[config.mk]
export PLATFORM = sky130hd
export DESIGN_NAME = rx_desc_gen_flat
export DESIGN_NICKNAME = d
export VERILOG_FILES = /design/src/rtl/i3c_pkg.sv /design/src/rtl/rx_desc_gen_if.sv /design/src/rtl/rx_desc_gen.sv /design/src/flat_wrapper.sv
export SDC_FILE = /design/constraint.sdc
export NUM_CORES = 1
export LEC_CHECK = 0
export ABC_AREA = 1
export ABC_CLOCK_PERIOD_IN_PS = 4600
export CAP_MARGIN = 20
export CORE_AREA = 5 5 63 76
export DETAILED_ROUTE_END_ITERATION = 7
export DIE_AREA = 0 0 68 81
export PLACE_DENSITY_LB_ADDON = 0.25
export RECOVER_POWER = 25
export SETUP_SLACK_MARGIN = 0.15
export SLEW_MARGIN = 10
export SYNTH_ARGS = -nofsm -noshare
export SYNTH_HDL_FRONTEND = slang
export SYNTH_SLANG_ARGS = --single-unit
[constraint.sdc]
create_clock -name clk_i -period 4.6 [get_ports clk_i]
set_clock_uncertainty 0.2 [all_clocks]
set_input_delay 0.92 -clock clk_i [delete_from_list [all_inputs] [get_ports clk_i]]
set_output_delay 0.92 -clock clk_i [all_outputs]
set_load 0.05 [all_outputs]
[src/rtl/i3c_pkg.sv]
// rtl/i3c_pkg.sv - RX descriptor layout shared between the descriptor generator and the TTI queue side
package i3c_pkg;

    localparam int DESC_W       = 32;
    localparam int DESC_OVF_BIT = 31;
    localparam int DESC_LEN_LSB = 0;
    localparam int DESC_LEN_W   = 16;

    typedef struct packed {
        logic                                 ovf;
        logic [DESC_OVF_BIT-DESC_LEN_W-1:0]   reserved;
        logic [DESC_LEN_W-1:0]                len;
    } rx_desc_t;

    // Length is zero-extended by the caller; unused upper bits stay reserved-zero.
    function automatic logic [DESC_W-1:0] rx_desc_pack(input logic ovf,
                                                       input logic [DESC_OVF_BIT-1:0] len);
        logic [DESC_W-1:0] d;
        d                   = '0;
        d[DESC_OVF_BIT-1:0] = len;
        d[DESC_OVF_BIT]     = ovf;
        return d;
    endfunction

endpackage

[src/rtl/rx_desc_gen_if.sv]
// rtl/rx_desc_gen_if.sv - received byte stream, packer byte stream, flush and descriptor signals
interface rx_desc_gen_if;

    logic                        in_valid_i;
    logic                        in_ready_o;
    logic [7:0]                  in_data_i;
    logic                        in_last_i;

    logic                        byte_valid_o;
    logic                        byte_ready_i;
    logic [7:0]                  byte_data_o;
    logic                        flush_o;

    logic                        desc_valid_o;
    logic                        desc_ready_i;
    logic [i3c_pkg::DESC_W-1:0]  desc_data_o;

    modport master (
        input  in_valid_i, in_data_i, in_last_i, byte_ready_i, desc_ready_i,
        output in_ready_o, byte_valid_o, byte_data_o, flush_o, desc_valid_o, desc_data_o
    );

    modport slave (
        output in_valid_i, in_data_i, in_last_i, byte_ready_i, desc_ready_i,
        input  in_ready_o, byte_valid_o, byte_data_o, flush_o, desc_valid_o, desc_data_o
    );

endinterface

[src/rtl/rx_desc_gen.sv]
// rtl/rx_desc_gen.sv - passes RX bytes to the packer, flushes partial words, emits length descriptors
// Optional: RX_DESC_OVF_EN saturates the length and reports overflow in bit 31.
module rx_desc_gen
    import i3c_pkg::*;
#(
    parameter int Width    = 32,
    parameter int LenWidth = 16
) (
    input  logic           clk_i,
    input  logic           rst_i,
    rx_desc_gen_if.master  bus
);

    localparam int BytesPerWord = Width / 8;

    typedef enum logic [1:0] {
        IDLE,
        XFER,
        FLUSH,
        DESC
    } state_t;

    state_t                r_state;
    state_t                w_state_next;
    logic [LenWidth-1:0]   r_len;
    logic [LenWidth-1:0]   w_len_inc;
    logic                  w_ovf;
    logic                  w_pass;
    logic                  w_accept;
    logic                  w_partial;
    logic                  w_desc_done;

    assign w_pass      = (r_state == IDLE) || (r_state == XFER);
    assign w_accept    = w_pass & bus.in_valid_i & bus.byte_ready_i;
    assign w_desc_done = (r_state == DESC) & bus.desc_ready_i;
    // A flush is only needed when the last word is partly filled; a full word is already out.
    assign w_partial   = (w_len_inc % LenWidth'(BytesPerWord)) != '0;

    assign bus.byte_valid_o = w_pass & bus.in_valid_i;
    assign bus.byte_data_o  = bus.in_data_i;
    assign bus.in_ready_o   = w_pass & bus.byte_ready_i;
    assign bus.flush_o      = (r_state == FLUSH);
    assign bus.desc_valid_o = (r_state == DESC);
    assign bus.desc_data_o  = (r_state == DESC) ? rx_desc_pack(w_ovf, DESC_OVF_BIT'(r_len)) : '0;

`ifdef RX_DESC_OVF_EN
    logic r_ovf;
    logic w_sat;

    assign w_sat     = &r_len;
    assign w_len_inc = w_sat ? r_len : r_len + LenWidth'(1);
    assign w_ovf     = r_ovf;

    always_ff @(posedge clk_i) begin
        if (rst_i) begin
            r_ovf <= 1'b0;
        end else if (w_accept && w_sat) begin
            r_ovf <= 1'b1;
        end else if (w_desc_done) begin
            r_ovf <= 1'b0;
        end
    end
`else
    assign w_len_inc = r_len + LenWidth'(1);
    assign w_ovf     = 1'b0;
`endif

    always_ff @(posedge clk_i) begin
        if (rst_i) begin
            r_len <= '0;
        end else if (w_accept) begin
            r_len <= w_len_inc;
        end else if (w_desc_done) begin
            r_len <= '0;
        end
    end

    always_ff @(posedge clk_i) begin
        if (rst_i) begin
            r_state <= IDLE;
        end else begin
            r_state <= w_state_next;
        end
    end

    always_comb begin
        w_state_next = r_state;
        case (r_state)
            IDLE, XFER: begin
                if (w_accept) begin
                    if (bus.in_last_i) begin
                        w_state_next = w_partial ? FLUSH : DESC;
                    end else begin
                        w_state_next = XFER;
                    end
                end
            end
            FLUSH:   w_state_next = DESC;
            DESC:    if (bus.desc_ready_i) w_state_next = IDLE;
            default: w_state_next = IDLE;
        endcase
    end

endmodule

[src/flat_wrapper.sv]
// flat-port wrapper written by rule: the top's interface ports become plain ports
module rx_desc_gen_flat import i3c_pkg::*;
#(
    parameter int Width    = 32,
    parameter int LenWidth = 16
)
  (clk_i, rst_i, bus_in_valid_i, bus_in_data_i, bus_in_last_i, bus_byte_ready_i, bus_desc_ready_i, bus_in_ready_o, bus_byte_valid_o, bus_byte_data_o, bus_flush_o, bus_desc_valid_o, bus_desc_data_o);
  rx_desc_gen_if bus_i ();
  input  logic clk_i;
  input  logic rst_i;
  input wire logic [$bits(bus_i.in_valid_i)-1:0] bus_in_valid_i;
  input wire logic [$bits(bus_i.in_data_i)-1:0] bus_in_data_i;
  input wire logic [$bits(bus_i.in_last_i)-1:0] bus_in_last_i;
  input wire logic [$bits(bus_i.byte_ready_i)-1:0] bus_byte_ready_i;
  input wire logic [$bits(bus_i.desc_ready_i)-1:0] bus_desc_ready_i;
  output wire logic [$bits(bus_i.in_ready_o)-1:0] bus_in_ready_o;
  output wire logic [$bits(bus_i.byte_valid_o)-1:0] bus_byte_valid_o;
  output wire logic [$bits(bus_i.byte_data_o)-1:0] bus_byte_data_o;
  output wire logic [$bits(bus_i.flush_o)-1:0] bus_flush_o;
  output wire logic [$bits(bus_i.desc_valid_o)-1:0] bus_desc_valid_o;
  output wire logic [$bits(bus_i.desc_data_o)-1:0] bus_desc_data_o;
  assign bus_i.in_valid_i = bus_in_valid_i;
  assign bus_i.in_data_i = bus_in_data_i;
  assign bus_i.in_last_i = bus_in_last_i;
  assign bus_i.byte_ready_i = bus_byte_ready_i;
  assign bus_i.desc_ready_i = bus_desc_ready_i;
  assign bus_in_ready_o = bus_i.in_ready_o;
  assign bus_byte_valid_o = bus_i.byte_valid_o;
  assign bus_byte_data_o = bus_i.byte_data_o;
  assign bus_flush_o = bus_i.flush_o;
  assign bus_desc_valid_o = bus_i.desc_valid_o;
  assign bus_desc_data_o = bus_i.desc_data_o;
  rx_desc_gen #(.Width(Width), .LenWidth(LenWidth)) u_core (.clk_i(clk_i), .rst_i(rst_i), .bus(bus_i));
endmodule
==> results of run 1 <==
==> cell families (layout without fill, tap and decap cells) <==
logic type	Yosys count	count (layout)
buffers and inverters	57	58
AOI/OAI and AO/OA	30	30
and+or+nand+nor	102	102
DFF	18	18
other	1	16
adders and majority gates	1	1
==> state kept, by name (all words and copies together), names as in the netlist <==
signal          cells
u_core.r_state      2
u_core.r_len       16
==> power by group <==
| group | total [mW] | switching, mW | internal (mW) |
|---|---|---|---|
| logic | 0.0642 | 0.0518 | 0.0124 |
| registers | 0.161 | 0.00335 | 0.158 |
| clock network | 0.129 | 0.0532 | 0.0760 |
| total | 0.355 | 0.108 | 0.247 |
==> placed cells by master, fill, tap and decap left out <==
| master | count |
|---|---|
| nand3_1 | 8 |
| nor2_2 | 2 |
| nand3b_1 | 2 |
| a31oi_1 | 1 |
| nand4_1 | 4 |
| dlygate4sd3_1 | 1 |
| nor2_1 | 36 |
| nor3_1 | 1 |
| nand2_2 | 2 |
| clkdlybuf4s50_1 | 24 |
| ha_1 | 1 |
| clkbuf_8 | 4 |
| o22ai_1 | 1 |
| nand2_4 | 1 |
| inv_1 | 26 |
| o21ai_0 | 12 |
| nor2_4 | 3 |
| nand3_2 | 2 |
| a21boi_0 | 1 |
| o21a_1 | 1 |
| clkinvlp_2 | 1 |
| dfxtp_1 | 18 |
| conb_1 | 16 |
| nor3_2 | 1 |
| nand2_1 | 40 |
| o21ai_1 | 2 |
| inv_2 | 2 |
| a21oi_1 | 12 |
==> worst paths after layout <==
| check | depth (start not counted) | slack, ps | to | start |
|---|---|---|---|---|
| hold reg to reg | 2 | 300 | u_core.r_len[3] | u_core.r_len[3] |
| hold / removal | 2 | 300 | u_core.r_len[3] | u_core.r_len[3] |
| setup / recovery | 4 | 1100 | bus_in_ready_o | bus_byte_ready_i |
| setup reg to reg | 7 | 2460 | u_core.r_len[8] | u_core.r_state[1] |
==> cell usage after synthesis <==
cell type	count
a21boi_0	1
a21oi_1	12
a31oi_1	1
buf_2	1
buf_4	24
buf_6	1
clkbuf_1	2
conb_1	1
dfxtp_1	18
ha_1	1
inv_1	26
inv_2	2
inv_4	1
nand2_1	39
nand2_2	2
nand2_4	2
nand3_1	8
nand3_2	2
nand3b_1	2
nand4_1	4
nor2_1	36
nor2_2	2
nor2_4	3
nor3_1	1
nor3_2	1
o21a_1	1
o21ai_0	12
o21ai_1	2
o22ai_1	1
==> final cells by class <==
class,count,area (um2)
flip-flops and latches,18,360
inverters,29,110
multi-input cells,149,701
fillers,444,2370
clock buffers,4,55.1
well taps,54,67.6
repair buffers,25,250
==> routing by layer <==
metal  track usage  up-vias  part of all wire
met3        0.0207        5             0.082
met2         0.181       47              0.43
met4        0.0537        0             0.018
met1         0.149      522              0.47
li1              -      646                 -
met5             0        -                 0
==> metrics by stage <==
| step | instances | power, mW | cell area, um2 | hold WS (ps) | setup WS, ps |
|---|---|---|---|---|---|
| floorplan | 224 | 0.247 | 1380 | 251 | 1890 |
| global placement | 275 | 0.230 | 1500 | 283 | 1110 |
| detailed placement | 275 | 0.230 | 1500 | 280 | 1100 |
| CTS | 279 | 0.361 | 1550 | 294 | 1100 |
| global route | 279 | 0.370 | 1540 | 331 | 1080 |
| finish | 279 | 0.355 | 1540 | 295 | 1100 |
==> worst max-delay path, stage by stage <==
cell	delay, ps
dlygate4sd3_1	520
inv_1	60
nor2_4	80
clkdlybuf4s50_1	800
==> results.json, run 1 <==
{
  "muxShareOfSynthArea": 0,
  "grt_max_degree": 20,
  "hold_path_class": "reg2reg",
  "row_count": 25,
  "vias": 1220,
  "portBuffers": 25,
  "synth_cell_type_count": 29,
  "synth_compound_area_frac": 0.119,
  "grt_pass1_wl_um": 4890,
  "power.density_nw_per_um2": 230,
  "drive_gt1_frac": 0.0800,
  "grtUsageTotal": 0.115,
  "wl_per_cell_um": 10.7,
  "synth_top_family_by_area": "simple AND/OR/NAND/NOR gates",
  "ctsRootBufferMaster": "clkbuf_8",
  "antenna_found_initial": 0,
  "maxSlewViolCount": 0,
  "drc": 0,
  "clock_latency_ps": 250,
  "ys_seq_area_frac": 0.271,
  "num_antenna_cells": 0,
  "critPathRequiredTime_ps": 3480,
  "p_leak_nw": 0.534,
  "relSlewSlack": 0.580,
  "fin_tns_setup_ps": 0,
  "ir_drop_mv": 0.0873,
  "drtAntennaViolNets": 0,
  "hpwlAfterDp_um": 2280,
  "pin_count": 58,
  "gp_congestion": 0.784,
  "status": "completed",
  "via_per_inst": 4.37,
  "die_h_um": 81,
  "fp.coreArea_um2": 3910,
  "period_needed_ps": 3500,
  "yosys.area_share.simple": 0.360,
  "yosys_warnings": 0,
  "htreeDepth": 1,
  "clk_pin_slew_ps": 70,
  "final_net_count": 241,
  "synth_adder_area_share": 0.00943,
  "crit_path_start_kind": "input port",
  "drtIter0Drc": 52,
  "hold_buffers": 0,
  "start_util": 0.340,
  "synth-xor-area-share": 0,
  "setup_viol_count_final": 0,
  "postCtsSetupRepairBufs": 0,
  "utilization": 0.395,
  "worst_pin_slew_ps": 627,
  "cts_tree": "done",
  "finalHoldViolations": 0,
  "first_pass_iters": 4,
  "drt_wl_total_um": 3000,
  "cp_max_fo": 2,
  "rsz0062_at_grt": "false",
  "synthesis.area_um2": 1330,
  "clkSinkCount": 18,
  "crit_path_end_kind": "output port",
  "cts_buffers": 3,
  "ys_ff_latch": 18,
  "avgSynthCellArea_um2": 6.35,
  "clock.fmax_ghz": 0.285,
  "die_area_um2": 5510,
  "syn-instance-count": 209,
  "clockBufferDepth": 2,
  "synth.largest_area_cell": "dfxtp_1",
  "cap_violations": 0,
  "netlist_top_cells_area": "dfxtp_1 (27%), buf_4 (14%), nand2_1 (11%)",
  "area.growth.synth_to_final_pct": 16.3,
  "arrival_ps": 2380,
  "gr-total-overflow": 0,
  "die_x_um": 68,
  "crit_type": "in2out",
  "period_share": 0.762,
  "grt_pass1_vias": 1066,
  "synth_top_area_share": 0.271,
  "post_cts_resized": 0
}
(Power assumes the default switching activity.)
==> inputs of run 2 (changes only) <==
ABC_CLOCK_PERIOD_IN_PS = 3400   (was 4600)
clock period = 3.4 ns   (was 4.6 ns; I/O delays follow)
==> run 2 against run 1 <==
  * Die area unchanged
  * Total power up 36%
  * Hold slack worse by 0.97 ps
  * Critical path depth unchanged
  * Clock power up 39%
  * Via count up 0.33%
  * Sequential power up 35%
  * Final cell count unchanged
  * Largest cell class unchanged
==> results.json, run 2 (synthesized netlist as in run 1, its figures left out) <==
{
  "status": "completed",
  "grtUsageTotal": 0.113,
  "period_needed_ps": 3020,
  "clock.fmax_ghz": 0.331,
  "wl_per_cell_um": 10.8,
  "die_area_um2": 5510,
  "first_pass_iters": 4,
  "fin_tns_setup_ps": 0,
  "utilization": 0.395,
  "post_cts_resized": 0,
  "largest_reg_flops": 16,
  "die_x_um": 68,
  "hold_buffers": 0,
  "drc": 0,
  "row_count": 25,
  "start_util": 0.340,
  "via_per_inst": 4.39,
  "holdPathStages": 2,
  "die_h_um": 81,
  "portBuffers": 25,
  "htreeDepth": 1,
  "clock_latency_ps": 250,
  "vias": 1224,
  "arrival_ps": 2140,
  "crit_path_start_kind": "input port",
  "crit_type": "in2out",
  "power.density_nw_per_um2": 313,
  "pin_count": 58,
  "met1_usage": 0.139,
  "antenna_found_initial": 0,
  "maxSlewViolCount": 0,
  "r2r_cells": 7,
  "largest-register": "u_core.r_len",
  "p_leak_nw": 0.534,
  "cts_buffers": 3,
  "layout_common_cells": "nand2_1 (40), nor2_1 (36), inv_1 (26)",
  "grt_use_met2": 0.182,
  "final_common_cell": "nand2_1",
  "period_share": 0.889,
  "hpwlAfterDp_um": 2280,
  "rsz0062_at_grt": "false",
  "crit_path_end_kind": "output port",
  "finalHoldViolations": 0,
  "busiest_layer": "met2",
  "final_net_count": 241,
  "grt_pass1_vias": 1074,
  "hold_path_class": "reg2reg",
  "ir_drop_mv": 0.116,
  "grt_pass1_wl_um": 4750,
  "grt_max_degree": 20,
  "reg_top3": "u_core.r_len (16), u_core.r_state (2)",
  "final_cells": 279,
  "cts_tree": "done",
  "drtIter0Drc": 55,
  "dp.cells": 275,
  "cp_max_fo": 2,
  "setup_viol_count_final": 0,
  "drive_gt1_frac": 0.0800,
  "clk_pin_slew_ps": 70,
  "clockBufferDepth": 2,
  "critPathRequiredTime_ps": 2520,
  "worst_pin_slew_ps": 625,
  "drtAntennaViolNets": 0,
  "postCtsSetupRepairBufs": 0,
  "ctsRootBufferMaster": "clkbuf_8",
  "grt_use_met3": 0.0166,
  "power_mw": 0.484,
  "gp_congestion": 0.771,
  "gr-total-overflow": 0,
  "holdWs_ps": 294,
  "area.growth.synth_to_final_pct": 16.3,
  "clkSinkCount": 18,
  "num_antenna_cells": 0,
  "relSlewSlack": 0.581,
  "cap_violations": 0,
  "fp.coreArea_um2": 3910,
  "drt_wl_total_um": 3020
}
## run 2: cell counts in the layout (fill, tap and decap cells not counted)
Identical to the previous run, type by type.
## run 2: worst max-delay path, cell delays in order
cell and delay, ps:
dlygate4sd3_1 520, inv_1 60, nor2_4 80, clkdlybuf4s50_1 800
## run 2: final cells by class
class | count | area [um2]
fill | 448 | 2370
inverter | 29 | 110
clock buffer | 4 | 55.1
sequential | 18 | 360
timing repair buffer | 25 | 250
multi-input combinational | 149 | 701
tap | 54 | 67.6
## run 2: worst paths after layout
kind,slack [ps],from,endpoint
worst max-delay path,380,bus_byte_ready_i,bus_in_ready_o
worst min-delay path,290,u_core.r_len[4],u_core.r_len[4]
worst max register to register,1280,u_core.r_state[1],u_core.r_len[8]
worst min register to register,290,u_core.r_len[4],u_core.r_len[4]
## run 2: routing by layer
| layer | part of all wire | up-vias |
|---|---|---|
| met5 | 0 | - |
| met4 | 0.022 | 0 |
| met3 | 0.083 | 4 |
| met2 | 0.43 | 46 |
| met1 | 0.47 | 527 |
| li1 | - | 647 |
## run 2: where the power goes
part / switching (mW) / internal (mW)
Combinational: 0.0701 / 0.0167
Clock: 0.0757 / 0.103
Sequential: 0.00446 / 0.214
## run 2: per-stage QoR
stage / setup slack, ps / cell area [um2]
2_1_floorplan: 1110 / 1380
3_3_place_gp: 391 / 1500
6_report: 376 / 1540
3_5_place_dp: 382 / 1500
5_1_grt: 355 / 1540
4_1_cts: 383 / 1550
